<file path="src/rtl/crypto_core_arbiter_pkg.sv">
// Shared types and widths for the crypto core arbiter and its round-robin helper.
package crypto_arb_pkg;

   typedef enum logic [1:0] {
      IDLE,
      ISSUE,
      WAIT,
      RESP
   } arb_state_e;

   localparam int BLOCK_W_AES = 128;
   localparam int BLOCK_W_DES = 64;
   localparam int KEY_W_AES   = 128;
   localparam int KEY_W_TDEA  = 192;

   function automatic int idx_w(input int n);
      return (n <= 1) ? 1 : $clog2(n);
   endfunction

endpackage

</file>
<file path="src/rtl/crypto_core_arbiter_if.sv">
// Requester, response and cipher-core signals of the arbiter bundled into one interface.
interface crypto_core_arbiter_if #(
   parameter int NUM_REQ = 4,
   parameter int BLOCK_W = 128,
   parameter int KEY_W   = 128
);
   import crypto_arb_pkg::*;

   localparam int ID_W = idx_w(NUM_REQ);

   logic [NUM_REQ-1:0]              req_valid;
   logic [NUM_REQ-1:0]              req_ready;
   logic [NUM_REQ-1:0][KEY_W-1:0]   req_key;
   logic [NUM_REQ-1:0][BLOCK_W-1:0] req_data;
   logic [NUM_REQ-1:0]              req_dec;

   logic                            rsp_valid;
   logic                            rsp_ready;
   logic [ID_W-1:0]                 rsp_id;
   logic [BLOCK_W-1:0]              rsp_data;
   logic                            rsp_err;

   logic                            core_start;
   logic                            core_key_load;
   logic [KEY_W-1:0]                core_key;
   logic [BLOCK_W-1:0]              core_din;
   logic                            core_dec;
   logic                            core_abort;
   logic                            core_done;
   logic [BLOCK_W-1:0]              core_dout;

   // The arbiter is the slave; requesters plus the core sit on the master side.
   modport slave (
      input  req_valid, req_key, req_data, req_dec, rsp_ready, core_done, core_dout,
      output req_ready, rsp_valid, rsp_id, rsp_data, rsp_err,
             core_start, core_key_load, core_key, core_din, core_dec, core_abort
   );

   modport master (
      output req_valid, req_key, req_data, req_dec, rsp_ready, core_done, core_dout,
      input  req_ready, rsp_valid, rsp_id, rsp_data, rsp_err,
             core_start, core_key_load, core_key, core_din, core_dec, core_abort
   );

endinterface

</file>
<file path="src/rtl/crypto_core_arbiter_rr_arbiter.sv">
// Combinational round-robin picker: first set request after last_grant, wrapping.
module rr_arbiter
   import crypto_arb_pkg::*;
#(
   parameter int N  = 4,
   parameter int IW = idx_w(N)
) (
   input  logic [N-1:0]  i_req,
   input  logic [IW-1:0] i_last_grant,
   output logic [N-1:0]  o_grant,
   output logic [IW-1:0] o_idx
);

   logic [IW-1:0] w_cand;
   logic          w_found;

   // Offset 1..N from the previous winner, so the last winner is checked last.
   always_comb begin
      o_grant = '0;
      o_idx   = '0;
      w_found = 1'b0;
      w_cand  = '0;
      for (int i = 1; i <= N; i++) begin
         w_cand = IW'((int'(i_last_grant) + i) % N);
         if (!w_found && i_req[w_cand]) begin
            w_found         = 1'b1;
            o_grant[w_cand] = 1'b1;
            o_idx           = w_cand;
         end
      end
   end

endmodule

</file>
<file path="src/rtl/crypto_core_arbiter.sv">
// Shares one start/done block-cipher core between NUM_REQ requesters with
// round-robin grant, key-expansion caching and a watchdog on the core.
module crypto_core_arbiter
   import crypto_arb_pkg::*;
#(
   parameter int NUM_REQ = 4,
   parameter int BLOCK_W = 128,
   parameter int KEY_W   = 128,
   parameter int TIMEOUT = 1024
) (
   input logic                clk,
   input logic                rst_n,
   crypto_core_arbiter_if.slave bus
);

   localparam int ID_W = idx_w(NUM_REQ);
   localparam int WD_W = idx_w(TIMEOUT);

   arb_state_e         r_state;
   arb_state_e         w_state_next;

   logic [ID_W-1:0]    r_last_grant;
   logic [ID_W-1:0]    r_grant_idx;
   logic [ID_W-1:0]    w_grant_idx;
   logic [NUM_REQ-1:0] w_grant_oh;

   logic [KEY_W-1:0]   r_key;
   logic [KEY_W-1:0]   r_cached_key;
   logic               r_cached_valid;
   logic [BLOCK_W-1:0] r_din;
   logic               r_dec;
   logic [WD_W-1:0]    r_wdog;

   logic               r_core_start;
   logic               r_core_key_load;
   logic               r_core_abort;
   logic               r_rsp_valid;
   logic [ID_W-1:0]    r_rsp_id;
   logic [BLOCK_W-1:0] r_rsp_data;
   logic               r_rsp_err;

   logic               w_accept;
   logic               w_done_hit;
   logic               w_timeout;
   logic               w_rsp_fire;
   logic               w_key_load;
   logic [KEY_W-1:0]   w_sel_key;

   rr_arbiter #(.N(NUM_REQ), .IW(ID_W)) u_rr (
      .i_req        (bus.req_valid),
      .i_last_grant (r_last_grant),
      .o_grant      (w_grant_oh),
      .o_idx        (w_grant_idx)
   );

   assign w_sel_key  = bus.req_key[w_grant_idx];
   assign w_key_load = !r_cached_valid || (w_sel_key != r_cached_key);

   always_ff @(posedge clk or negedge rst_n) begin
      if (!rst_n) r_state <= IDLE;
      else        r_state <= w_state_next;
   end

   // A core_done in the final watchdog cycle takes priority over the abort.
   always_comb begin
      w_state_next  = r_state;
      bus.req_ready = '0;
      w_accept      = 1'b0;
      w_done_hit    = 1'b0;
      w_timeout     = 1'b0;
      w_rsp_fire    = 1'b0;
      case (r_state)
         IDLE: begin
            if (|bus.req_valid) begin
               bus.req_ready = w_grant_oh;
               w_accept      = 1'b1;
               w_state_next  = ISSUE;
            end
         end
         ISSUE: w_state_next = WAIT;
         WAIT: begin
            if (bus.core_done) begin
               w_done_hit   = 1'b1;
               w_state_next = RESP;
            end else if (r_wdog == WD_W'(TIMEOUT - 1)) begin
               w_timeout    = 1'b1;
               w_state_next = RESP;
            end
         end
         RESP: begin
            if (bus.rsp_ready) begin
               w_rsp_fire   = 1'b1;
               w_state_next = IDLE;
            end
         end
         default: w_state_next = IDLE;
      endcase
   end

   // The key compare happens at accept so core_key_load is registered alongside core_start.
   always_ff @(posedge clk or negedge rst_n) begin
      if (!rst_n) begin
         r_last_grant    <= ID_W'(NUM_REQ - 1);
         r_grant_idx     <= '0;
         r_key           <= '0;
         r_cached_key    <= '0;
         r_cached_valid  <= 1'b0;
         r_din           <= '0;
         r_dec           <= 1'b0;
         r_wdog          <= '0;
         r_core_start    <= 1'b0;
         r_core_key_load <= 1'b0;
         r_core_abort    <= 1'b0;
         r_rsp_valid     <= 1'b0;
         r_rsp_id        <= '0;
         r_rsp_data      <= '0;
         r_rsp_err       <= 1'b0;
      end else begin
         r_core_start    <= 1'b0;
         r_core_key_load <= 1'b0;
         r_core_abort    <= 1'b0;
         if (w_accept) begin
            r_key           <= w_sel_key;
            r_din           <= bus.req_data[w_grant_idx];
            r_dec           <= bus.req_dec[w_grant_idx];
            r_grant_idx     <= w_grant_idx;
            r_core_start    <= 1'b1;
            r_core_key_load <= w_key_load;
            if (w_key_load) begin
               r_cached_key   <= w_sel_key;
               r_cached_valid <= 1'b1;
            end
         end
         if (r_state == ISSUE)     r_wdog <= '0;
         else if (r_state == WAIT) r_wdog <= r_wdog + 1'b1;
         if (w_done_hit) begin
            r_rsp_valid <= 1'b1;
            r_rsp_id    <= r_grant_idx;
            r_rsp_data  <= bus.core_dout;
            r_rsp_err   <= 1'b0;
         end
         // An aborted core may have lost its expanded key, so force a reload next time.
         if (w_timeout) begin
            r_rsp_valid    <= 1'b1;
            r_rsp_id       <= r_grant_idx;
            r_rsp_data     <= '0;
            r_rsp_err      <= 1'b1;
            r_core_abort   <= 1'b1;
            r_cached_valid <= 1'b0;
         end
         if (w_rsp_fire) begin
            r_rsp_valid  <= 1'b0;
            r_last_grant <= r_grant_idx;
         end
      end
   end

   assign bus.core_start    = r_core_start;
   assign bus.core_key_load = r_core_key_load;
   assign bus.core_key      = r_key;
   assign bus.core_din      = r_din;
   assign bus.core_dec      = r_dec;
   assign bus.core_abort    = r_core_abort;
   assign bus.rsp_valid     = r_rsp_valid;
   assign bus.rsp_id        = r_rsp_id;
   assign bus.rsp_data      = r_rsp_data;
   assign bus.rsp_err       = r_rsp_err;

endmodule

</file>
<file path="src/flat_wrapper.sv">
// flat-port wrapper written by rule: the top's interface ports become plain ports
module crypto_core_arbiter_flat import crypto_arb_pkg::*;
#(
   parameter int NUM_REQ = 4,
   parameter int BLOCK_W = 128,
   parameter int KEY_W   = 128,
   parameter int TIMEOUT = 1024
)
  (clk, rst_n, bus_req_valid, bus_req_key, bus_req_data, bus_req_dec, bus_rsp_ready, bus_core_done, bus_core_dout, bus_req_ready, bus_rsp_valid, bus_rsp_id, bus_rsp_data, bus_rsp_err, bus_core_start, bus_core_key_load, bus_core_key, bus_core_din, bus_core_dec, bus_core_abort);
  crypto_core_arbiter_if #(.NUM_REQ(NUM_REQ), .BLOCK_W(BLOCK_W), .KEY_W(KEY_W)) bus_i ();
  input logic clk;
  input logic rst_n;
  input wire logic [$bits(bus_i.req_valid)-1:0] bus_req_valid;
  input wire logic [$bits(bus_i.req_key)-1:0] bus_req_key;
  input wire logic [$bits(bus_i.req_data)-1:0] bus_req_data;
  input wire logic [$bits(bus_i.req_dec)-1:0] bus_req_dec;
  input wire logic [$bits(bus_i.rsp_ready)-1:0] bus_rsp_ready;
  input wire logic [$bits(bus_i.core_done)-1:0] bus_core_done;
  input wire logic [$bits(bus_i.core_dout)-1:0] bus_core_dout;
  output wire logic [$bits(bus_i.req_ready)-1:0] bus_req_ready;
  output wire logic [$bits(bus_i.rsp_valid)-1:0] bus_rsp_valid;
  output wire logic [$bits(bus_i.rsp_id)-1:0] bus_rsp_id;
  output wire logic [$bits(bus_i.rsp_data)-1:0] bus_rsp_data;
  output wire logic [$bits(bus_i.rsp_err)-1:0] bus_rsp_err;
  output wire logic [$bits(bus_i.core_start)-1:0] bus_core_start;
  output wire logic [$bits(bus_i.core_key_load)-1:0] bus_core_key_load;
  output wire logic [$bits(bus_i.core_key)-1:0] bus_core_key;
  output wire logic [$bits(bus_i.core_din)-1:0] bus_core_din;
  output wire logic [$bits(bus_i.core_dec)-1:0] bus_core_dec;
  output wire logic [$bits(bus_i.core_abort)-1:0] bus_core_abort;
  assign bus_i.req_valid = bus_req_valid;
  assign bus_i.req_key = bus_req_key;
  assign bus_i.req_data = bus_req_data;
  assign bus_i.req_dec = bus_req_dec;
  assign bus_i.rsp_ready = bus_rsp_ready;
  assign bus_i.core_done = bus_core_done;
  assign bus_i.core_dout = bus_core_dout;
  assign bus_req_ready = bus_i.req_ready;
  assign bus_rsp_valid = bus_i.rsp_valid;
  assign bus_rsp_id = bus_i.rsp_id;
  assign bus_rsp_data = bus_i.rsp_data;
  assign bus_rsp_err = bus_i.rsp_err;
  assign bus_core_start = bus_i.core_start;
  assign bus_core_key_load = bus_i.core_key_load;
  assign bus_core_key = bus_i.core_key;
  assign bus_core_din = bus_i.core_din;
  assign bus_core_dec = bus_i.core_dec;
  assign bus_core_abort = bus_i.core_abort;
  crypto_core_arbiter #(.NUM_REQ(NUM_REQ), .BLOCK_W(BLOCK_W), .KEY_W(KEY_W), .TIMEOUT(TIMEOUT)) u_core (.clk(clk), .rst_n(rst_n), .bus(bus_i));
endmodule
</file>
<file path="config.mk">
export PLATFORM = sky130hd
export DESIGN_NAME = crypto_core_arbiter_flat
export DESIGN_NICKNAME = d
export VERILOG_FILES = /design/src/rtl/crypto_core_arbiter_pkg.sv /design/src/rtl/crypto_core_arbiter_if.sv /design/src/rtl/crypto_core_arbiter_rr_arbiter.sv /design/src/rtl/crypto_core_arbiter.sv /design/src/flat_wrapper.sv
export SDC_FILE = /design/constraint.sdc
export NUM_CORES = 2
export LEC_CHECK = 0
export BUFFER_PORTS_ARGS = -buffer_cell sky130_fd_sc_hd__buf_2
export CELL_PAD_IN_SITES_DETAIL_PLACEMENT = 1
export CELL_PAD_IN_SITES_GLOBAL_PLACEMENT = 2
export CORE_AREA = 2 2 613 615
export DETAILED_ROUTE_END_ITERATION = 10
export DIE_AREA = 0 0 615 617
export PLACE_DENSITY_LB_ADDON = 0.25
export SLEW_MARGIN = 30
export SYNTH_ARGS = -nofsm -noshare
export SYNTH_HDL_FRONTEND = slang
export SYNTH_HIERARCHICAL = 1
export SYNTH_SLANG_ARGS = --single-unit
</file>
<file path="constraint.sdc">
create_clock -name clk -period 10.9 [get_ports clk]
set_input_delay 2.18 -clock clk [delete_from_list [all_inputs] [get_ports clk]]
set_output_delay 2.18 -clock clk [all_outputs]
set_load 0.02 [all_outputs]
</file>
======== Word-level counts from Yosys, hierarchy flattened ========
Index checks and enable logic that the tools add are counted.
storage, ports and cells
  bits in registers ....................... 537
  bits of input ports ..................... 1,164
  output and inout bits ................... 396
operators by class
  add/subtract/negate cells ............... 5
  $lt $le $gt $ge ......................... 9
  equality and inequality tests ........... 8
  multiplexer cells ....................... 66
  bitwise gates (word level) .............. 3
  reductions and logical operators ........ 22
operators with widths
  kind                     number
  $bmux W128 S2            2
  $mux W128                4
  $ne A128 B128 Y1         1
  $mux W1                  32
  $mux W4                  6
  $mux W10                 2
  $mux W2                  10
  $lt A2 B3 Y1 const B     5
  $or A4 B4 Y4             3
  $add A10 B1 Y10 const B  1
  $bmux W1 S2              5
  $eq A10 B10 Y1 const B   1
  $demux W1 S2             4
  $ge A2 B1 Y1 const B     4
  $pmux W2 S4              1
  $reduce_bool A2 Y1       4
  $logic_and A1 B1 Y1      7
  $add A2 B1 Y2 const B    2
  $add A2 B2 Y2 const B    2
  $eq A2 B2 Y1 const B     2
  $logic_not A1 Y1         4
  $reduce_and A2 Y1        2
  $reduce_or A4 Y1         1
  $ne A3 B2 Y1 const B     1
  other kinds (7)          7

======== Longest topological paths before layout ========
  word-level depth ........................ 20
  mapped depth ............................ 23
  depth with buffers taken out ............ 14

======== Hierarchy ========
The synthesis kept the hierarchy.
by module, submodules not included
  module               times used  cells an instance  area each (µm²)  sequential area each (µm²)
  crypto_core_arbiter  1           2,497              28,751.3         13,440.4
  rr_arbiter           1           68                 545.5            0.0

======== Least setup slack after synthesis ========
Ideal clock, no wire load.
  path type ............................... input-to-reg
  start point ............................. input bus_req_valid[0]
  end point ............................... register u_core.r_cached_key[100]
  setup time .............................. 125 ps
  data arrival time ....................... 5,666 ps
  required time ........................... 10,775 ps
  slack ................................... 5,109 ps
  stages on the path ...................... 17
  path buffers ............................ 6
  cells stage by stage .................... buf_6 -> mux2_2 -> a22oi_1 -> o211ai_1 -> a21oi_1 -> buf_4 -> buf_4 -> buf_2 -> mux4_2 -> xor2_1 -> a2111oi_0 -> nand3_1 -> nor4_1 -> a21oi_1 -> buf_6 -> buf_6 -> mux2_4
between the ends
  cells in the longest elaborated chain, start to end .. 17
ends and longest elaborated chain
  item                                 line                                  RTL
  start, declared                      flat_wrapper.sv:13                    input wire logic [$bits(bus_i.req_valid)-1:0] bus_req_valid;
  $bmux W1 S2                          crypto_core_arbiter_rr_arbiter.sv:25  if (!w_found && i_req[w_cand]) begin
  $mux W1 (implied by the code)        crypto_core_arbiter_rr_arbiter.sv:25
  $mux W1                              crypto_core_arbiter_rr_arbiter.sv:25
  $logic_not A1 Y1                     crypto_core_arbiter_rr_arbiter.sv:25
  $logic_and A1 B1 Y1                  crypto_core_arbiter_rr_arbiter.sv:25
  $mux W1                              crypto_core_arbiter_rr_arbiter.sv:25
  $logic_not A1 Y1                     crypto_core_arbiter_rr_arbiter.sv:25
  $logic_and A1 B1 Y1                  crypto_core_arbiter_rr_arbiter.sv:25
  [... 2 more ...]                     n/a
  $logic_and A1 B1 Y1                  crypto_core_arbiter_rr_arbiter.sv:25
  $mux W2 (*)                          crypto_core_arbiter_rr_arbiter.sv:25
  named net u_core.w_grant_idx[0]      crypto_core_arbiter.sv:24             logic [ID_W-1:0] w_grant_idx;
  $bmux W128 S2 (*)                    crypto_core_arbiter.sv:56             assign w_sel_key = bus.req_key[w_grant_idx];
  $mux W128 (implied by the code) (*)  crypto_core_arbiter.sv:56
  $ne A128 B128 Y1                     crypto_core_arbiter.sv:57             assign w_key_load = !r_cached_valid || (w_sel_key != r_cached_key);
  $logic_or A1 B1 Y1                   crypto_core_arbiter.sv:57
  $reduce_and A2 Y1 (no line)          n/a
  end signal, assigned                 crypto_core_arbiter.sv:130            r_cached_key <= w_sel_key;
  end, declared                        crypto_core_arbiter.sv:28             logic [KEY_W-1:0] r_cached_key;
The timed path passes the listed nets; every way through them passes the cells marked *. The select of a mux whose other input is x is not followed.
A chain may end at the register's enable or synchronous reset.

======== Worst setup path after layout ========
  start point ............................. input bus_req_valid[0]
  end point ............................... register u_core.r_cached_key[4]
The elaborated chain is that of the path after synthesis.

==> impl_metrics.yaml <==
run_status:
  status: "finished, final reports clean"
placed_design:
  pre_cts_slack_ns: 1.554
  numPortBuffers: 1559
  dp_hpwl_mm: 245.3
  gp_congestion: 0.9369
final_layout:
  drive_gt1_share_pct: 51.09
  final_nets: 5272
  fill_cells: 44030
  multiInputGateArea_um2: 14880
  area_growth_pct: 58.80
  seqCellArea_um2: 13440
worst_setup_path:
  cp_max_fo: 52
  cp_slowest_cell: "a21oi_4"
  critical_path.most_common_cell: "buf_4"
  crit_required_ns: 11.57
  r2r-start: "u_core/r_last_grant[0]$_DFFE_PN1P_"
  r2r_slack_ns: 3.06
  r2r-end: "u_core/r_cached_key[118]$_DFFE_PN0P_"
  end_kind: "flip-flop"
  cp-endpoint: "u_core/r_cached_key[4]$_DFFE_PN0P_"
  path_class: "primary input to flip-flop"
  cp-start-kind: "primary input"
  max_stage_delay_ns: 0.76
  crit_start: "bus_req_valid[0]"
  worstPathArrival_ns: 8.80
  crit_chain: "buf_2 -> nor2b_1 -> a221oi_1 -> nor3_2 -> buf_12 -> buf_12 -> buf_4 -> mux2_2 -> xnor2_1 -> o211ai_1 -> o21ai_0 -> nand4_1 -> nor4_1 -> a21oi_4 -> buf_4 -> buf_4 -> mux2_2"
  r2r_cells: 19
pwr:
  pwr-share-clk_pct: 19.2
  power_switching_share_pct: 48.13
  switchingPower_mw: 7.520
  combPwrFrac_pct: 56.9
  power_density_nw_per_um2: 335.9
  peakVddDrop_mv: 0.1239
  internal-power_mw: 8.105
  pwr-share-seq_pct: 24.0
  p_leak_nw: 21.15
yosys:
  synth_area_leaders: "dfrtp_1, mux4_2, nand2_1"
  ys_seq_area_share_pct: 45.88
  ys_warn_count: 6
  synth-edff-count: 0
  syn_area_um2: 29300
  syn-instance-count: 2565
  syn_avg_cell_area_um2: 11.42
  async_flop_share_pct: 100.0
  syn_nets: 3742
  yosysUniqueCellTypes: 65
  synthTopCellsByCount: "nand2_1, dfrtp_1, mux4_2, mux2i_1, a22o_1"
  synth_top_area_share_pct: 45.70
  synth_top_flop_cell: "dfrtp_1"
  synth.most_common_cell: "nand2_1"
  yosysTopAreaCell: "dfrtp_1"
  ys_ff_latch: 537
sta:
  rsz0062_at_grt: "no"
  skew_ns: 0.02777
  fin_crit_sh_pct: 74.57
  layout_min_cycle_time_ns: 8.129
  timing.setup.tns_ns: 0
  final_max_slew_viol_count: 0
  finalHoldViolations: 0
  relSlewSlack_pct: 30.98
  max_freq_mhz: 123.0
  tightest_slew_ns: 1.006
  setup_ws_ns: 2.771
  report.final.setup_viol: 0
grt:
  grt_pass1_wl_mm: 359.2
  grt_pass1_vias: 31240
  overflow: 0
  antenna_found_initial: 296
  grt_max_degree: 129
  grt_usage_pct: 14.53
cts:
  ctsLongestPathBuffers: 4
  clkTransAtPathRegs_ns: 0.06
  cts.repair.resized: 0
  clockRootBuffer: "clkbuf_16"
  h-tree-depth: 3
  numCtsBuffers: 89
  cts_tree: "built"
  hold_buffers: 0
  post_cts_buffers: 0
  clock-sinks: 537
  worstSkewPairLatency_ns: 0.78
die:
  core_um2: 373600
  fp.dieW_um: 615
  die_area_um2: 379500
  die_h_um: 617
  rows: 225
  io_pins: 1560
  initial_core_util_pct: 7.842
routing:
  drtPass1Iterations: 5
  vias: 29710
  drc_errors: 0
  wire_per_inst_um: 30.77
  routed_wl_mm: 286.4
  drt_iter0_markers: 1705
  detail_route.vias_per_cell: 3.192
  drt.antenna.violating_nets: 0
flow_run:
  drv_cap: 0
hold_path:
  hold_start: "u_core/bus.core_key[123]$_DFFE_PN0P_"
  worstHoldPathType: "flip-flop to flip-flop"
how the worst min path moves through the flow:
stage                                            to  slack (ns)  cells past startpoint
6_report       u_core/bus.core_key[123]$_DFFE_PN0P_        0.47                      2
5_1_grt         u_core/bus.core_key[75]$_DFFE_PN0P_        0.48                      2
3_3_place_gp    u_core/bus.core_din[19]$_DFFE_PN0P_        0.45                      2
4_1_cts        u_core/bus.core_key[123]$_DFFE_PN0P_        0.47                      2
2_1_floorplan     u_core/r_grant_idx[1]$_DFFE_PN0P_        0.46                      2
3_5_place_dp    u_core/bus.core_din[65]$_DFFE_PN0P_        0.46                      2
power groups by stage:
stage	Sequential [mW]	Clock [mW]	Combinational, mW
final	3.75	2.99	8.89
after CTS	3.76	3.16	9.20
after global placement	3.77	0	9.11
after detailed placement	3.78	0	9.17
after floorplan	4.42	0	4.52
after global routing	3.88	3.21	9.60
critical path: cells and delay by family:
family                 cells  cell delay (ns)
AO/OA/AOI/OAI              4             1.20
XOR/XNOR                   1             0.19
multiplexers               2             0.88
buffers and inverters      6             2.81
AND/OR/NAND/NOR            4             1.07
routing by layer:
metal | GRT usage [%] | part of all wire, % | wire length, um | vias to the layer above
met5 | 0.4293 | 0.26 | 755 | -
met3 | 4.386 | 6.9 | 19820 | 623
met2 | 27.06 | 53 | 152800 | 1427
li1 | - | - | - | 12460
met4 | 5.527 | 3.8 | 10850 | 120
met1 | 15.16 | 36 | 102200 | 15080
cell families (layout without fill, tap and decap cells):
logic type      Yosys count  count (layout)  synth area share, %
simple gates            901             901                12.27
flops                   537             537                45.88
mux                     466             466                26.54
compound gates          322             322                8.281
buf+inv                 235            1831                3.754
xor+xnor                 91              91                2.720
fa+ha+maj                13              13               0.5552
other cells               0             152                    0
flip-flops by register name (all words and copies together) (netlist names), 2 cells and up:
name,flops
u_core/bus.core_din,128
u_core/bus.core_key,128
u_core/bus.rsp_data,128
u_core/bus.rsp_id,2
u_core/r_cached_key,128
u_core/r_grant_idx,2
u_core/r_last_grant,2
u_core/r_state,2
u_core/r_wdog,10
layout by cell type, fill, tap and decap left out, types with 6 or more instances in the layout:
cell type,Yosys,final
mux2_4,72,72
mux4_2,215,215
xnor2_1,73,73
nand3_1,12,12
dfrtp_1,535,535
inv_1,53,52
a22o_1,128,128
nor2_1,22,22
nor4_1,11,8
buf_2,36,1558
nor3_1,7,6
mux2i_1,131,121
nand2_1,792,792
a22oi_1,15,15
xor2_1,18,18
ha_1,13,13
mux2i_2,0,10
o2111ai_1,7,7
clkbuf_8,0,16
buf_12,0,8
bufinv_16,0,6
a21oi_1,20,18
nor2b_1,9,9
buf_4,14,47
o22ai_1,18,18
clkbuf_16,0,91
nand4_1,20,20
a31oi_1,7,6
clkinv_2,0,16
o21ai_0,67,67
o221ai_1,6,6
clkbuf_1,108,19
diode_2,0,152
mux2_2,48,48
per-stage QoR:
step                hold WS (ns)  total power, mW  cells  cell area [um^2]  util [%]
floorplan                 0.4602            8.938   2565             29300         -
global placement          0.4549            12.88   8994             43070     11.53
detailed placement        0.4579            12.94   8994             43130     11.54
CTS                       0.4736            16.12   9151             46030     12.32
global route              0.4842            16.69   9268             46420     12.43
finish                    0.4693            15.63   9307             46520     12.45
final cells by class:
| class | count | area share, % |
|---|---|---|
| Inverter | 54 | 0.4518 |
| Sequential cell | 537 | 28.89 |
| Multi-Input combinational cell | 1793 | 31.99 |
| Tap cell | 4994 | 13.43 |
| Timing Repair Buffer | 1620 | 18.18 |
| Clock inverter | 31 | 0.7154 |
| Antenna cell | 152 | 0.8176 |
| Clock buffer | 126 | 5.521 |
Note: power is estimated with default switching activity, not from simulation.
